### src/rtl/pulse_gen_if.sv
// Command/status bundle for pulse_gen: single-cycle start/stop commands in,
// registered level/busy/done (plus FSM state for observation) out.
interface pulse_gen_if #(
    parameter int CNT_W = 8
);
    // i_Start/i_Stop are level-sampled on every rising edge with no ready back-pressure.
    // A start is taken only when o_Busy is low, and a stop is meaningful only when o_Busy is high.
    logic             i_Start;
    logic             i_Stop;
    logic [CNT_W-1:0] i_Delay;
    logic [CNT_W-1:0] i_Width;
    logic             o_Level;
    logic             o_Busy;
    logic             o_Done;
    logic [1:0]       dbg_state;

    modport master (
        output i_Start, i_Stop, i_Delay, i_Width,
        input  o_Level, o_Busy, o_Done, dbg_state
    );

    modport slave (
        input  i_Start, i_Stop, i_Delay, i_Width,
        output o_Level, o_Busy, o_Done, dbg_state
    );
endinterface

### src/rtl/pulse_gen.sv
// Start-pulse to timed-level generator: programmable delay, then a level of programmable width.
// Optional macro PULSE_GEN_RETRIGGER_EN: a start while the level is high reloads the width.
module pulse_gen #(
    parameter int CNT_W = 8
) (
    input  logic       i_Clk,
    input  logic       i_Rstb,
    pulse_gen_if.slave bus
);
    localparam logic [1:0] IDLE  = 2'd0;
    localparam logic [1:0] DELAY = 2'd1;
    localparam logic [1:0] HIGH  = 2'd2;

    logic [1:0]       state, state_nxt;
    logic [CNT_W-1:0] dly_cnt, dly_nxt;
    logic [CNT_W-1:0] wid_cnt, wid_nxt;
    logic [CNT_W-1:0] wid_lat, wid_lat_nxt;
    logic             level, busy, done, done_nxt;
    logic             accept;

    // Stop always wins over a simultaneous start.
    assign accept = bus.i_Start & ~bus.i_Stop;

    always_comb begin
        state_nxt   = state;
        dly_nxt     = dly_cnt;
        wid_nxt     = wid_cnt;
        wid_lat_nxt = wid_lat;
        done_nxt    = 1'b0;
        case (state)
            IDLE: begin
                if (accept) begin
                    wid_lat_nxt = bus.i_Width;
                    if (bus.i_Delay != '0) begin
                        state_nxt = DELAY;
                        dly_nxt   = bus.i_Delay;
                    end else if (bus.i_Width != '0) begin
                        state_nxt = HIGH;
                        wid_nxt   = bus.i_Width;
                    end else begin
                        done_nxt = 1'b1;
                    end
                end
            end
            DELAY: begin
                if (bus.i_Stop) begin
                    state_nxt = IDLE;
                    dly_nxt   = '0;
                end else if (dly_cnt <= CNT_W'(1)) begin
                    dly_nxt = '0;
                    if (wid_lat != '0) begin
                        state_nxt = HIGH;
                        wid_nxt   = wid_lat;
                    end else begin
                        state_nxt = IDLE;
                        done_nxt  = 1'b1;
                    end
                end else begin
                    dly_nxt = dly_cnt - CNT_W'(1);
                end
            end
            HIGH: begin
                if (bus.i_Stop) begin
                    state_nxt = IDLE;
                    wid_nxt   = '0;
                end
`ifdef PULSE_GEN_RETRIGGER_EN
                else if (bus.i_Start) begin
                    // Reload counts from the next cycle; a zero width ends the pulse now.
                    if (bus.i_Width != '0) begin
                        wid_nxt = bus.i_Width;
                    end else begin
                        state_nxt = IDLE;
                        wid_nxt   = '0;
                        done_nxt  = 1'b1;
                    end
                end
`endif
                else if (wid_cnt <= CNT_W'(1)) begin
                    state_nxt = IDLE;
                    wid_nxt   = '0;
                    done_nxt  = 1'b1;
                end else begin
                    wid_nxt = wid_cnt - CNT_W'(1);
                end
            end
            default: begin
                state_nxt = IDLE;
                dly_nxt   = '0;
                wid_nxt   = '0;
            end
        endcase
    end

    always_ff @(posedge i_Clk or negedge i_Rstb) begin
        if (!i_Rstb) begin
            state   <= IDLE;
            dly_cnt <= '0;
            wid_cnt <= '0;
            wid_lat <= '0;
            level   <= 1'b0;
            busy    <= 1'b0;
            done    <= 1'b0;
        end else begin
            state   <= state_nxt;
            dly_cnt <= dly_nxt;
            wid_cnt <= wid_nxt;
            wid_lat <= wid_lat_nxt;
            level   <= (state_nxt == HIGH);
            busy    <= (state_nxt != IDLE);
            done    <= done_nxt;
        end
    end

    assign bus.o_Level   = level;
    assign bus.o_Busy    = busy;
    assign bus.o_Done    = done;
    assign bus.dbg_state = state;
endmodule
### src/flat_wrapper.sv
// flat-port wrapper written by rule: the top's interface ports become plain ports
module pulse_gen_flat 
#(
    parameter int CNT_W = 8
)
  (i_Clk, i_Rstb, bus_i_Start, bus_i_Stop, bus_i_Delay, bus_i_Width, bus_o_Level, bus_o_Busy, bus_o_Done, bus_dbg_state);
  pulse_gen_if #(.CNT_W(CNT_W)) bus_i ();
  input  logic i_Clk;
  input  logic i_Rstb;
  input wire logic [$bits(bus_i.i_Start)-1:0] bus_i_Start;
  input wire logic [$bits(bus_i.i_Stop)-1:0] bus_i_Stop;
  input wire logic [$bits(bus_i.i_Delay)-1:0] bus_i_Delay;
  input wire logic [$bits(bus_i.i_Width)-1:0] bus_i_Width;
  output wire logic [$bits(bus_i.o_Level)-1:0] bus_o_Level;
  output wire logic [$bits(bus_i.o_Busy)-1:0] bus_o_Busy;
  output wire logic [$bits(bus_i.o_Done)-1:0] bus_o_Done;
  output wire logic [$bits(bus_i.dbg_state)-1:0] bus_dbg_state;
  assign bus_i.i_Start = bus_i_Start;
  assign bus_i.i_Stop = bus_i_Stop;
  assign bus_i.i_Delay = bus_i_Delay;
  assign bus_i.i_Width = bus_i_Width;
  assign bus_o_Level = bus_i.o_Level;
  assign bus_o_Busy = bus_i.o_Busy;
  assign bus_o_Done = bus_i.o_Done;
  assign bus_dbg_state = bus_i.dbg_state;
  pulse_gen #(.CNT_W(CNT_W)) u_core (.i_Clk(i_Clk), .i_Rstb(i_Rstb), .bus(bus_i));
endmodule
### config.mk
export PLATFORM = sky130hd
export DESIGN_NAME = pulse_gen_flat
export DESIGN_NICKNAME = d
export VERILOG_FILES = /design/src/rtl/pulse_gen_if.sv /design/src/rtl/pulse_gen.sv /design/src/flat_wrapper.sv
export SDC_FILE = /design/constraint.sdc
export NUM_CORES = 1
export LEC_CHECK = 0
export BUFFER_PORTS_ARGS = -buffer_cell sky130_fd_sc_hd__buf_2
export CAP_MARGIN = 20
export CORE_MARGIN = 3
export CORE_UTILIZATION = 61
export DETAILED_ROUTE_END_ITERATION = 10
export GPL_TIMING_DRIVEN = 0
export PLACE_DENSITY = 0.91
export SLEW_MARGIN = 20
export SYNTH_ARGS = -nofsm -noshare
export SYNTH_HDL_FRONTEND = slang
export SYNTH_SLANG_ARGS = --single-unit
### constraint.sdc
create_clock -name i_Clk -period 7.2 [get_ports i_Clk]
set_clock_uncertainty 0.2 [all_clocks]
set_input_delay 1.08 -clock i_Clk [delete_from_list [all_inputs] [get_ports i_Clk]]
set_output_delay 1.08 -clock i_Clk [all_outputs]
set_load 0.02 [all_outputs]
==> summary.md, run 1 <==
| Metric | Value |
|---|---|
| Critical path launch point type | primary input |
| Hold WC Path Type | reg -> reg |
| Final max-slew violation count | 0 |
| Seq cells post-synth | 29 |
| Slowest-stage cell, CP | a311oi_1 |
| Hold slack | 0.3222 ns |
| Slew margin rel. | 40.24% |
| VDD IR max | 0.3497 mV |
| Peak Freq | 0.3270 GHz |
| DR WL/cell | 16.79 µm |
| Post_cts resized | 0 |
| Vias per cell | 6.637 |
| Vias in the first global route | 1518 |
| Number of buffers and inverters on the critical path | 1 |
| CTS sink count | 29 |
| Worst Path Required | 7.23 ns |
| Top post-synthesis cells by count | dfrtp_1, o21ai_0, nor2_1, nand2_1 |
| Crit Path Max Fanout | 7 |
| Fillers | 191 |
| Most common cell in the netlist | dfrtp_1 |
| Post-placement cell count | 240 |
| Status | finished clean |
| HPWL after DPL | 3176 µm |
| Worst Path Arrival | 3.09 ns |
| # diodes | 0 |
| Post-synth top area cell | dfrtp_1 |
| GRT overflow | 0 |
| Number of synthesized flops with an enable pin | 0 |
| Setup ws final | 4.142 ns |
| Htree depth | 2 |
| Syn Nets | 209 |
| Antenna Violating Nets Remaining | 0 |
| Area of the multi-input gates | 0.001010 mm² |
| Final WL | 4165 µm |
| Tcrit/Tclk final | 42.47% |
| 1st-iter DRT viols | 128 |
| GRT Resource Usage Total | 25.30% |
| Setup Buffers After CTS | 0 |
| Die span in x | 60.18 µm |
| Placed Area | 0.001949 mm² |
| Max incr delay on CP | 0.78 ns |
| Routability cong. | 0.8923 |
| Core area | 0.002781 mm² |
| CTS tree | built |
| Core Util, Final | 73.14% |
| Post-placement worst setup slack | 3.841 ns |
| Final #Nets | 240 |
| Yosys warnings | 0 |
| Post-synth top flop | dfrtp_1 |
| Hold Vio Cnt, Final | 0 |
| Num CTS Buffers | 5 |
| Final instance area | 0.002034 mm² |
| Area grow syn2layout | 13.63% |
| First-pass GRT wire length | 6720 µm |
| Cell variety after synth | 47 |
| CP endpoint kind | flip-flop |
| I/O pins | 25 |
| Reg area | 725.7 µm² |
| DR DRC count | 0 |
| Hold_buf cts | 0 |
| Synth area leaders | dfrtp_1, mux2_2, mux2i_1, o21ai_0, a22o_1 |
| Setup Crit Path Kind | in -> reg |
| Lkg Pwr | 0.8809 nW |
| Port-buffer cells | 24 |
| Final setup TNS | 0 ns |
| Syn Std Cell Area | 0.001790 mm² |
| Crit path max-delay family | compound AO/OA/AOI/OAI gates |
| Synth top area share | 40.53% |
| Full die area | 0.003621 mm² |
| Max-Cap Viols | 0 |
| Pre-antenna DRT Iters | 5 |
| Row count | 19 |
| Seq/Total Area, Yosys | 40.53% |
| Overall power | 0.7236 mW |
| Clk_lat worst skew | 0.34 ns |
| DIE HEIGHT | 60.18 µm |
| Initial core utilization | 64.37% |
| Async set or reset register ratio after synthesis | 100.0% |
| Reg clk slew, reported paths | 0.09 ns |
| DR vias | 1646 |
| PD cells | 355.7 mW/mm² |
| CTS root buf | clkbuf_4 |
| # setup viols final | 0 |
| Synthesized instance count | 185 |
| Clock buffer depth | 2 |
| Worst-margin pin slew | 0.8904 ns |
| Initial antenna violation count | 0 |
| Largest net degree at the start of global routing | 30 |
| Mean post-synth cell area | 9.678 µm² |
| Final Non-Filler Cells | 248 |
| RSZ-0062 raised after global routing | no |
| Final Critical Period | 3.058 ns |
| Layout cells sized above 1 | 24.88% |
| Worst path cell trace | buf_2 -> nor4_1 -> nand2_1 -> a311oi_1 -> a21oi_1 -> a221o_1 |
-- report_power, final --
group	switching [mW]	internal, mW
logic	0.158	0.132
registers	0.0702	0.222
clock network	0.0583	0.0828
total	0.287	0.437
-- flip-flops by register name (all words and copies together), names as in the netlist --
signal,flops
u_core.dly_cnt,8
u_core.wid_cnt,8
u_core.wid_lat,8
u_core.bus.dbg_state,2
u_core.bus.o_Busy,1
u_core.bus.o_Done,1
u_core.bus.o_Level,1
-- cells in the final DEF (no fill, tap or decap), types with 3 or more instances in the layout --
cell	instances
a21oi_1	5
a22o_1	7
a22o_2	3
a32o_1	3
buf_2	25
clkbuf_1	5
clkbuf_4	5
dfrtp_1	29
ha_1	4
inv_1	7
mux2_2	8
mux2i_1	8
nand2_1	13
nand3_1	3
nor2_1	14
nor3_1	7
nor4_1	8
o21ai_0	16
o22ai_1	3
o31ai_1	7
or4_1	3
-- path summary, 6_finish.rpt --
check                                   from           endpoint  slack [ns]  depth (start not counted)
max                           bus_i_Width[0]  u_core.wid_cnt[5]        4.14                          6
min                        u_core.wid_cnt[7]  u_core.wid_cnt[7]        0.32                          2
max reg2reg                u_core.dly_cnt[3]  u_core.dly_cnt[6]        4.71                          6
min reg2reg                u_core.wid_cnt[7]  u_core.wid_cnt[7]        0.32                          2
max in group asynchronous             i_Rstb  u_core.dly_cnt[3]        5.85                          1
min in group asynchronous             i_Rstb  u_core.wid_lat[3]        0.54                          1
-- worst min-delay path, cell delays in order, from the launching register on --
cell and delay, ns:
dfrtp_1 0.36, o31ai_1 0.07, o21ai_0 0.06
-- layout make-up --
type / count / area share, %
timing repair buffer: 24 / 5.904
tap: 31 / 1.907
multi-input combinational: 142 / 49.63
buffer: 7 / 1.415
clock buffer: 7 / 2.706
inverter: 7 / 1.292
sequential: 29 / 35.67
clock inverter: 1 / 1.476
-- per-layer routing --
| metal | part of all wire, % | vias up | track usage [%] |
|---|---|---|---|
| li1 | - | 775 | - |
| met4 | 2.3 | 0 | 11.71 |
| met3 | 8.6 | 17 | 8.207 |
| met5 | 0 | - | 0 |
| met2 | 47 | 91 | 37.35 |
| met1 | 42 | 763 | 33.47 |
-- cells by family after synthesis --
logic type | share of synthesized area, %
fa+ha+maj | 2.795
buf+inv | 3.074
compound gates | 23.41
xor+xnor | 0.4893
mux | 9.504
simple gates | 20.20
flops | 40.53
Power figures use the tool's default switching activity.
==> run 2: changes to the inputs <==
--- a/config.mk
+++ b/config.mk
@@ -5,13 +5,14 @@
 export SDC_FILE = /design/constraint.sdc
 export NUM_CORES = 1
 export LEC_CHECK = 0
+export ABC_AREA = 1
 export BUFFER_PORTS_ARGS = -buffer_cell sky130_fd_sc_hd__buf_2
 export CAP_MARGIN = 20
 export CORE_MARGIN = 3
-export CORE_UTILIZATION = 61
+export CORE_UTILIZATION = 52
 export DETAILED_ROUTE_END_ITERATION = 10
 export GPL_TIMING_DRIVEN = 0
-export PLACE_DENSITY = 0.91
+export PLACE_DENSITY = 0.83
 export SLEW_MARGIN = 20
 export SYNTH_ARGS = -nofsm -noshare
 export SYNTH_HDL_FRONTEND = slang
==> constraint.sdc (replaced) <==
create_clock -name i_Clk -period 2.5 [get_ports i_Clk]
set_clock_uncertainty 0.2 [all_clocks]
set_input_delay 0.375 -clock i_Clk [delete_from_list [all_inputs] [get_ports i_Clk]]
set_output_delay 0.375 -clock i_Clk [all_outputs]
set_load 0.02 [all_outputs]
==> run 2 against run 1 <==
Compared with the run above: worst setup slack got worse by 3.5 ns; power rose to 3.1 times the previous value; final cell count rose by 46%; clock power rose to 2.6 times the previous value; routed wire length rose by 0.26%; via count rose by 12%; register-to-register slack got worse by 4.1 ns; non-clock buffer count fell by 3; area after synthesis rose by 8.0%; design area rose by 8.3%; flip-flop and latch count did not move; largest cell class unchanged; largest power group is now combinational logic.
==> summary.md, run 2 <==
| Metric | Value |
|---|---|
| Status | finished clean (unchanged) |
| VDD IR max | 0.4741 mV (was 0.3497 mV) |
| Peak Freq | 0.5302 GHz |
| Max-Cap Viols | 0 (unchanged) |
| I/O pins | 25 (unchanged) |
| Hold_buf cts | 1 (was 0) |
| Hold slack | 0.1913 ns (was 0.3222 ns) |
| Slowest-stage cell, CP | dfrtp_1 (was a311oi_1) |
| CTS root buf | clkbuf_8 (was clkbuf_4) |
| Vias in the first global route | 1654 (was 1518) |
| Routability cong. | 0.8915 (was 0.8923) |
| Tcrit/Tclk final | 75.44% |
| HPWL after DPL | 3235 µm (was 3176 µm) |
| Number of synthesized flops with an enable pin | 0 (unchanged) |
| Lkg Pwr | 1.225 nW (was 0.8809 nW) |
| R2R cell count | 9 (was 6) |
| Core area | 0.003468 mm² (was 0.002781 mm²) |
| Hold WC Path Type | in -> reg (was reg -> reg) |
| Clock buffer depth | 2 (unchanged) |
| Crit path max-delay family | compound AO/OA/AOI/OAI gates (unchanged) |
| Synth top area share | 37.54% (was 40.53%) |
| Seq cells post-synth | 29 (unchanged) |
| CTS tree | built (unchanged) |
| Post-synth top flop | dfrtp_1 (unchanged) |
| First-pass GRT wire length | 7086 µm (was 6720 µm) |
| Syn Std Cell Area | 0.001933 mm² (was 0.001790 mm²) |
| DIE HEIGHT | 66.97 µm (was 60.18 µm) |
| Die span in x | 66.97 µm (was 60.18 µm) |
| Syn Nets | 306 (was 209) |
| Pre-antenna DRT Iters | 5 (unchanged) |
| CP endpoint kind | flip-flop (unchanged) |
| Vias per cell | 5.089 (was 6.637) |
| Max incr delay on CP | 0.41 ns (was 0.78 ns) |
| Worst path cell trace | inv_1 -> ha_1 -> o21ai_0 -> inv_1 -> nand2_1 -> nand2_2 -> o21bai_1 -> nand2_1 -> nand2_1 (was buf_2 -> nor4_1 -> nand2_1 -> a311oi_1 -> a21oi_1 -> a221o_1) |
| PD cells | 1012 mW/mm² (was 355.7 mW/mm²) |
| Top post-synthesis cells by count | nand2_1, inv_1, dfrtp_1, nor2_1, nand3_1 (was dfrtp_1, o21ai_0, nor2_1, nand2_1) |
| Mean post-synth cell area | 6.855 µm² (was 9.678 µm²) |
| Final #Nets | 338 (was 240) |
| Final max-slew violation count | 0 (unchanged) |
| Final WL | 4176 µm (was 4165 µm) |
| Core Util, Final | 63.53% (was 73.14%) |
| Num CTS Buffers | 5 (unchanged) |
| CP most frequent cell | nand2_1 |
| Synthesized instance count | 282 (was 185) |
| # diodes | 0 (unchanged) |
| Cell variety after synth | 24 (was 47) |
| Post-synth top area cell | dfrtp_1 (unchanged) |
| Post-placement cell count | 352 (was 240) |
| Worst-margin pin slew | 0.6348 ns (was 0.8904 ns) |
| Placed Area | 0.002111 mm² (was 0.001949 mm²) |
| Final setup TNS | 0 ns (unchanged) |
| 1st-iter DRT viols | 124 (was 128) |
| Async set or reset register ratio after synthesis | 100.0% (unchanged) |
| Reg clk slew, reported paths | 0.06 ns (was 0.09 ns) |
| Htree depth | 2 (unchanged) |
| Layout cells sized above 1 | 15.56% (was 24.88%) |
| Initial core utilization | 55.74% (was 64.37%) |
| Antenna Violating Nets Remaining | 0 (unchanged) |
| Row count | 21 (was 19) |
| Final Critical Period | 1.886 ns |
| Most common cell in the netlist | nand2_1 (was dfrtp_1) |
| GRT Resource Usage Total | 21.23% (was 25.30%) |
| GRT overflow | 0 (unchanged) |
| Critical path launch point type | flip-flop (was primary input) |
| DR DRC count | 0 (unchanged) |
| R2r setup slk | 0.61 ns (was 4.71 ns) |
| DR vias | 1837 (was 1646) |
| Setup Buffers After CTS | 0 (unchanged) |
| Hold Path Depth | 3 (was 2) |
| Full die area | 0.004485 mm² (was 0.003621 mm²) |
| Seq/Total Area, Yosys | 37.54% (was 40.53%) |
| Crit Path Max Fanout | 9 (was 7) |
| # setup viols final | 0 (unchanged) |
| CP Depth | 9 (was 6) |
| Initial antenna violation count | 0 (unchanged) |
| RSZ-0062 raised after global routing | no (unchanged) |
| Final instance area | 0.002203 mm² (was 0.002034 mm²) |
| Yosys warnings | 0 (unchanged) |
| Post_cts resized | 0 (unchanged) |
| Most frequent cells in the layout | nand2_1, inv_1, dfrtp_1, buf_2, nor2_1 (was dfrtp_1, buf_2, o21ai_0, nor2_1, nand2_1) |
| Number of buffers and inverters on the critical path | 2 (was 1) |
| DR WL/cell | 11.57 µm (was 16.79 µm) |
| CTS sink count | 29 (unchanged) |
| Worst Path Arrival | 1.92 ns (was 3.09 ns) |
| Hold Vio Cnt, Final | 0 (unchanged) |
| Port-buffer cells | 24 (unchanged) |
| Worst Path Required | 2.53 ns (was 7.23 ns) |
| Largest net degree at the start of global routing | 30 (unchanged) |
| Synth area leaders | dfrtp_1, nand2_1, inv_1, nand3_1, nor2_1 (was dfrtp_1, mux2_2, mux2i_1, o21ai_0, a22o_1) |
| Area grow syn2layout | 13.98% (was 13.63%) |
| Final Non-Filler Cells | 361 (was 248) |
| Setup Crit Path Kind | reg -> reg (was in -> reg) |
| Biggest regs | u_core.dly_cnt: 8 flops, u_core.wid_cnt: 8 flops, u_core.wid_lat: 8 flops (unchanged) |
| Clk_lat worst skew | 0.29 ns (was 0.34 ns) |
| Slew margin rel. | 57.68% (was 40.24%) |
| Most common cell after layout, fill and taps aside | nand2_1 (was dfrtp_1) |
## run 2: path summary, 6_finish.rpt
path	endpoint	start
worst max register to register	u_core.wid_cnt[6]	u_core.wid_cnt[0]
max in group asynchronous	u_core.dly_cnt[0]	i_Rstb
min in group asynchronous	u_core.dly_cnt[5]	i_Rstb
worst max-delay path	u_core.wid_cnt[6]	u_core.wid_cnt[0]
worst min register to register	u_core.wid_lat[4]	u_core.wid_lat[4]
worst min-delay path	u_core.wid_lat[1]	bus_i_Width[1]
## run 2: through the flow
| stage | setup slack [ns] | power [mW] |
|---|---|---|
| finish | 0.6141 | 2.230 |
| global route | 0.4318 | 2.449 |
| CTS | 0.6221 | 2.232 |
| detailed placement | 0.6415 | 1.859 |
| global placement | 0.7094 | 1.802 |
| floorplan | 0.8836 | 1.608 |
## run 2: area by class of cell
type,count,area (µm²)
Inverter,51,196.4
Buffer,3,21.27
Fill cell,336,1265
Tap cell,46,57.56
Timing Repair Buffer,25,130.1
Multi-Input combinational cell,199,989.7
Clock buffer,6,72.57
Clock inverter,2,10.01
Sequential cell,29,725.7
## run 2: report_power, final
group	leakage, nW	total [mW]	internal, mW	switching, mW
logic	0.814	1.07	0.387	0.684
clock network	0.0450	0.365	0.192	0.173
registers	0.367	0.793	0.645	0.148
total	1.23	2.23	1.22	1.01
## run 2: per-layer routing
metal	vias to the layer above	wire length [µm]	GRT usage [%]
li1	940	-	-
met1	820	1865	26.98
met2	66	1973	33.66
met3	11	223	4.384
met4	0	114	11.14
met5	-	0	0
## run 2: worst register-to-register path: stages (launching register included)
cell and delay (ns):
dfrtp_1 0.41, inv_1 0.11, ha_1 0.25, o21ai_0 0.25, inv_1 0.08, nand2_1 0.10, nand2_2 0.14, o21bai_1 0.18
nand2_1 0.07, nand2_1 0.05
## run 2: cells by family (layout without fill, tap and decap cells)
kind of cell             Yosys count  in the layout  share of synthesized area [%]
buffers and inverters             54             87                          11.26
adder cells (fa/ha/maj)            4              4                          2.589
AND/OR/NAND/NOR                  154            154                          35.34
AO/OA/AOI/OAI                     35             35                          10.55
flip-flops                        29             29                          37.54
XOR/XNOR                           6              6                          2.718
==> run 3: changes to the inputs <==
==> constraint.sdc (replaced) <==
create_clock -name i_Clk -period 1.65 [get_ports i_Clk]
set_clock_uncertainty 0.2 [all_clocks]
set_input_delay 0.2475 -clock i_Clk [delete_from_list [all_inputs] [get_ports i_Clk]]
set_output_delay 0.2475 -clock i_Clk [all_outputs]
set_load 0.02 [all_outputs]
==> run 3 against run 2 <==
Compared with the run above: the flow now finishes with violations (negative setup slack); final cell count rose by 2.2%; via count rose by 4.0%; maximum frequency rose by 9.8%; power rose by 68%; register-to-register slack got worse by 0.68 ns; global-route usage rose by 1.1 points; largest cell class unchanged.
==> summary.md, run 3 (synthesized netlist as in run 2, its figures left out) <==
| Metric | Value |
|---|---|
| Status | finished with violations (was finished clean) |
| Failing checks | negative setup slack |
| Fillers | 298 (was 336) |
| Worst Path Arrival | 1.75 ns (was 1.92 ns) |
| Worst R2R End | u_core.wid_cnt[0] (was u_core.wid_cnt[6]) |
| Slew margin rel. | 57.40% (was 57.68%) |
| Final max-slew violation count | 0 (unchanged) |
| GRT Resource Usage Total | 22.36% (was 21.23%) |
| Reg clk slew, reported paths | 0.07 ns (was 0.06 ns) |
| Setup Crit Path Kind | reg -> reg (unchanged) |
| Clock buffer depth | 2 (unchanged) |
| RSZ-0062 raised after global routing | yes (was no) |
| Antenna Violating Nets Remaining | 0 (unchanged) |
| CTS sink count | 29 (unchanged) |
| Pre-antenna DRT Iters | 5 (unchanged) |
| Setup ws final | -0.06686 ns (was 0.6141 ns) |
| Post-placement cell count | 352 (unchanged) |
| R2R cell count | 12 (was 9) |
| Worst Path Required | 1.68 ns (was 2.53 ns) |
| Hold path start | bus_i_Width[1] (unchanged) |
| Full die area | 0.004485 mm² (unchanged) |
| Peak Freq | 0.5825 GHz (was 0.5302 GHz) |
| Most common cell after layout, fill and taps aside | nand2_1 (unchanged) |
| Core area | 0.003468 mm² (unchanged) |
| Hold slack | 0.06539 ns (was 0.1913 ns) |
| HPWL after DPL | 3235 µm (unchanged) |
| Critical path launch point type | flip-flop (unchanged) |
| VDD IR max | 0.8230 mV (was 0.4741 mV) |
| GRT busiest layer | met2 (unchanged) |
| Lkg Pwr | 1.270 nW (was 1.225 nW) |
| Vias in the first global route | 1709 (was 1654) |
| Biggest regs | u_core.dly_cnt: 8 flops, u_core.wid_cnt: 8 flops, u_core.wid_lat: 8 flops (unchanged) |
| # diodes | 0 (unchanged) |
| # setup viols final | 16 (was 0) |
| First-pass GRT wire length | 7452 µm (was 7086 µm) |
| Largest net degree at the start of global routing | 30 (unchanged) |
| Clk_lat worst skew | 0.29 ns (about the same) |
| CTS root buf | clkbuf_8 (unchanged) |
| Htree depth | 2 (unchanged) |
| DIE HEIGHT | 66.97 µm (unchanged) |
| Most frequent cells in the layout | nand2_1, inv_1, dfrtp_1, buf_2 (was nand2_1, inv_1, dfrtp_1, buf_2, nor2_1) |
| GRT overflow | 0 (unchanged) |
| R2r setup slk | -0.07 ns (was 0.61 ns) |
| Initial antenna violation count | 0 (unchanged) |
| CTS tree | built (unchanged) |
| Placed Area | 0.002111 mm² (unchanged) |
| Num CTS Buffers | 5 (unchanged) |
| Hold WC Path Type | in -> reg (unchanged) |
| Layout cells sized above 1 | 24.15% (was 15.56%) |
| Die span in x | 66.97 µm (unchanged) |
| M3 GR Usage | 4.890% (was 4.384%) |
| Final #Nets | 346 (was 338) |
| Final WL | 4660 µm (was 4176 µm) |
| GRT met1 Usage | 27.71% (was 26.98%) |
| PD cells | 1586 mW/mm² (was 1012 mW/mm²) |
| Hold Vio Cnt, Final | 0 (unchanged) |
| Final Critical Period | 1.717 ns (was 1.886 ns) |
| Final Non-Filler Cells | 369 (was 361) |
| CP endpoint kind | flip-flop (unchanged) |
| Crit Path Max Fanout | 8 (was 9) |
| Post-placement worst setup slack | -0.2085 ns (was 0.6415 ns) |
| DR vias | 1910 (was 1837) |
| I/O pins | 25 (unchanged) |
| DR WL/cell | 12.63 µm (was 11.57 µm) |
| Tcrit/Tclk final | 104.1% (was 75.44%) |
| 1st-iter DRT viols | 124 (unchanged) |
| Hold Path Depth | 3 (unchanged) |
| Vias per cell | 5.176 (was 5.089) |
| Row count | 21 (unchanged) |
| Port-buffer cells | 24 (unchanged) |
| Final instance area | 0.002361 mm² (was 0.002203 mm²) |
| Reg-to-Reg Start | u_core.dly_cnt[0] (was u_core.wid_cnt[0]) |
| Grt met2 use | 36.51% (was 33.66%) |
| Min-Delay Endpoint | u_core.wid_lat[1] (unchanged) |
| DR DRC count | 0 (unchanged) |
| Initial core utilization | 55.74% (unchanged) |
| Max-Cap Viols | 0 (unchanged) |
| Routability cong. | 0.8915 (unchanged) |
| Worst-margin pin slew | 0.6390 ns (was 0.6348 ns) |
| Area grow syn2layout | 22.14% (was 13.98%) |
## run 3: cell count changes in the layout (fill, tap and decap cells not counted), sizes merged
cell,change
nand2,+2
buf,+6
## run 3: per-layer routing
| metal | part of all wire [%] | vias up | routed length [µm] |
|---|---|---|---|
| li1 | - | 964 | - |
| met1 | 44 | 883 | 2052 |
| met2 | 49 | 53 | 2271 |
| met3 | 5.0 | 10 | 231 |
| met4 | 2.3 | 0 | 106 |
| met5 | 0 | - | 0 |
## run 3: what timing repair did
action,in CTS,in global routing
gates cloned,1,1
setup buffers,5,1
setup endpoints to repair,21,28
gates resized for setup,11,18
pin swaps,5,11
hold buffers,1,0
endpoints found under the hold margin,29,0
## run 3: area by class of cell
| class | instances | area, µm² | area share (%) |
|---|---|---|---|
| multi-input combinational | 201 | 1099 | 46.53 |
| sequential | 29 | 725.7 | 30.74 |
| inverter | 51 | 196.4 | 8.320 |
| timing repair buffer | 31 | 178.9 | 7.578 |
| clock buffer | 6 | 72.57 | 3.074 |
| tap | 46 | 57.56 | 2.438 |
| buffer | 3 | 21.27 | 0.9009 |
| clock inverter | 2 | 10.01 | 0.4240 |
## run 3: worst max-delay path by stage
stage / cells past startpoint / end / startpoint
CTS: 12 / u_core.wid_cnt[0] / u_core.dly_cnt[1]
finish: 12 / u_core.wid_cnt[0] / u_core.dly_cnt[0]
global route: 10 / u_core.wid_cnt[6] / u_core.wid_cnt[1]
global placement: 9 / u_core.wid_cnt[6] / u_core.wid_cnt[0]
floorplan: 11 / u_core.wid_cnt[2] / u_core.dly_cnt[0]
detailed placement: 9 / u_core.wid_cnt[3] / u_core.wid_cnt[0]
## run 3: per-stage QoR
step | utilization [%] | TNS (ns) | total power, mW
2_1_floorplan | - | 0 | 2.437
3_3_place_gp | 60.86 | -1.227 | 2.731
3_5_place_dp | 60.86 | -2.158 | 2.817
4_1_cts | 65.80 | -0.5602 | 3.545
5_1_grt | 68.07 | -2.294 | 4.067
6_report | 68.07 | -0.6585 | 3.745
## run 3: worst max-delay path, cell delays in order (launching register included)
cell	delay, ns
dfrtp_1	0.42
inv_2	0.10
ha_4	0.14
inv_2	0.04
nand2_2	0.06
nand2_2	0.06
nor2_4	0.15
nand3_2	0.12
nand2_4	0.10
nand2_4	0.08
clkinv_4	0.10
nand2_2	0.04
nand2_1	0.07
## run 3: where the power goes
part	internal [mW]	switching [mW]
Combinational	0.759	1.21
Sequential	0.977	0.243
Clock	0.291	0.266
Total	2.03	1.72
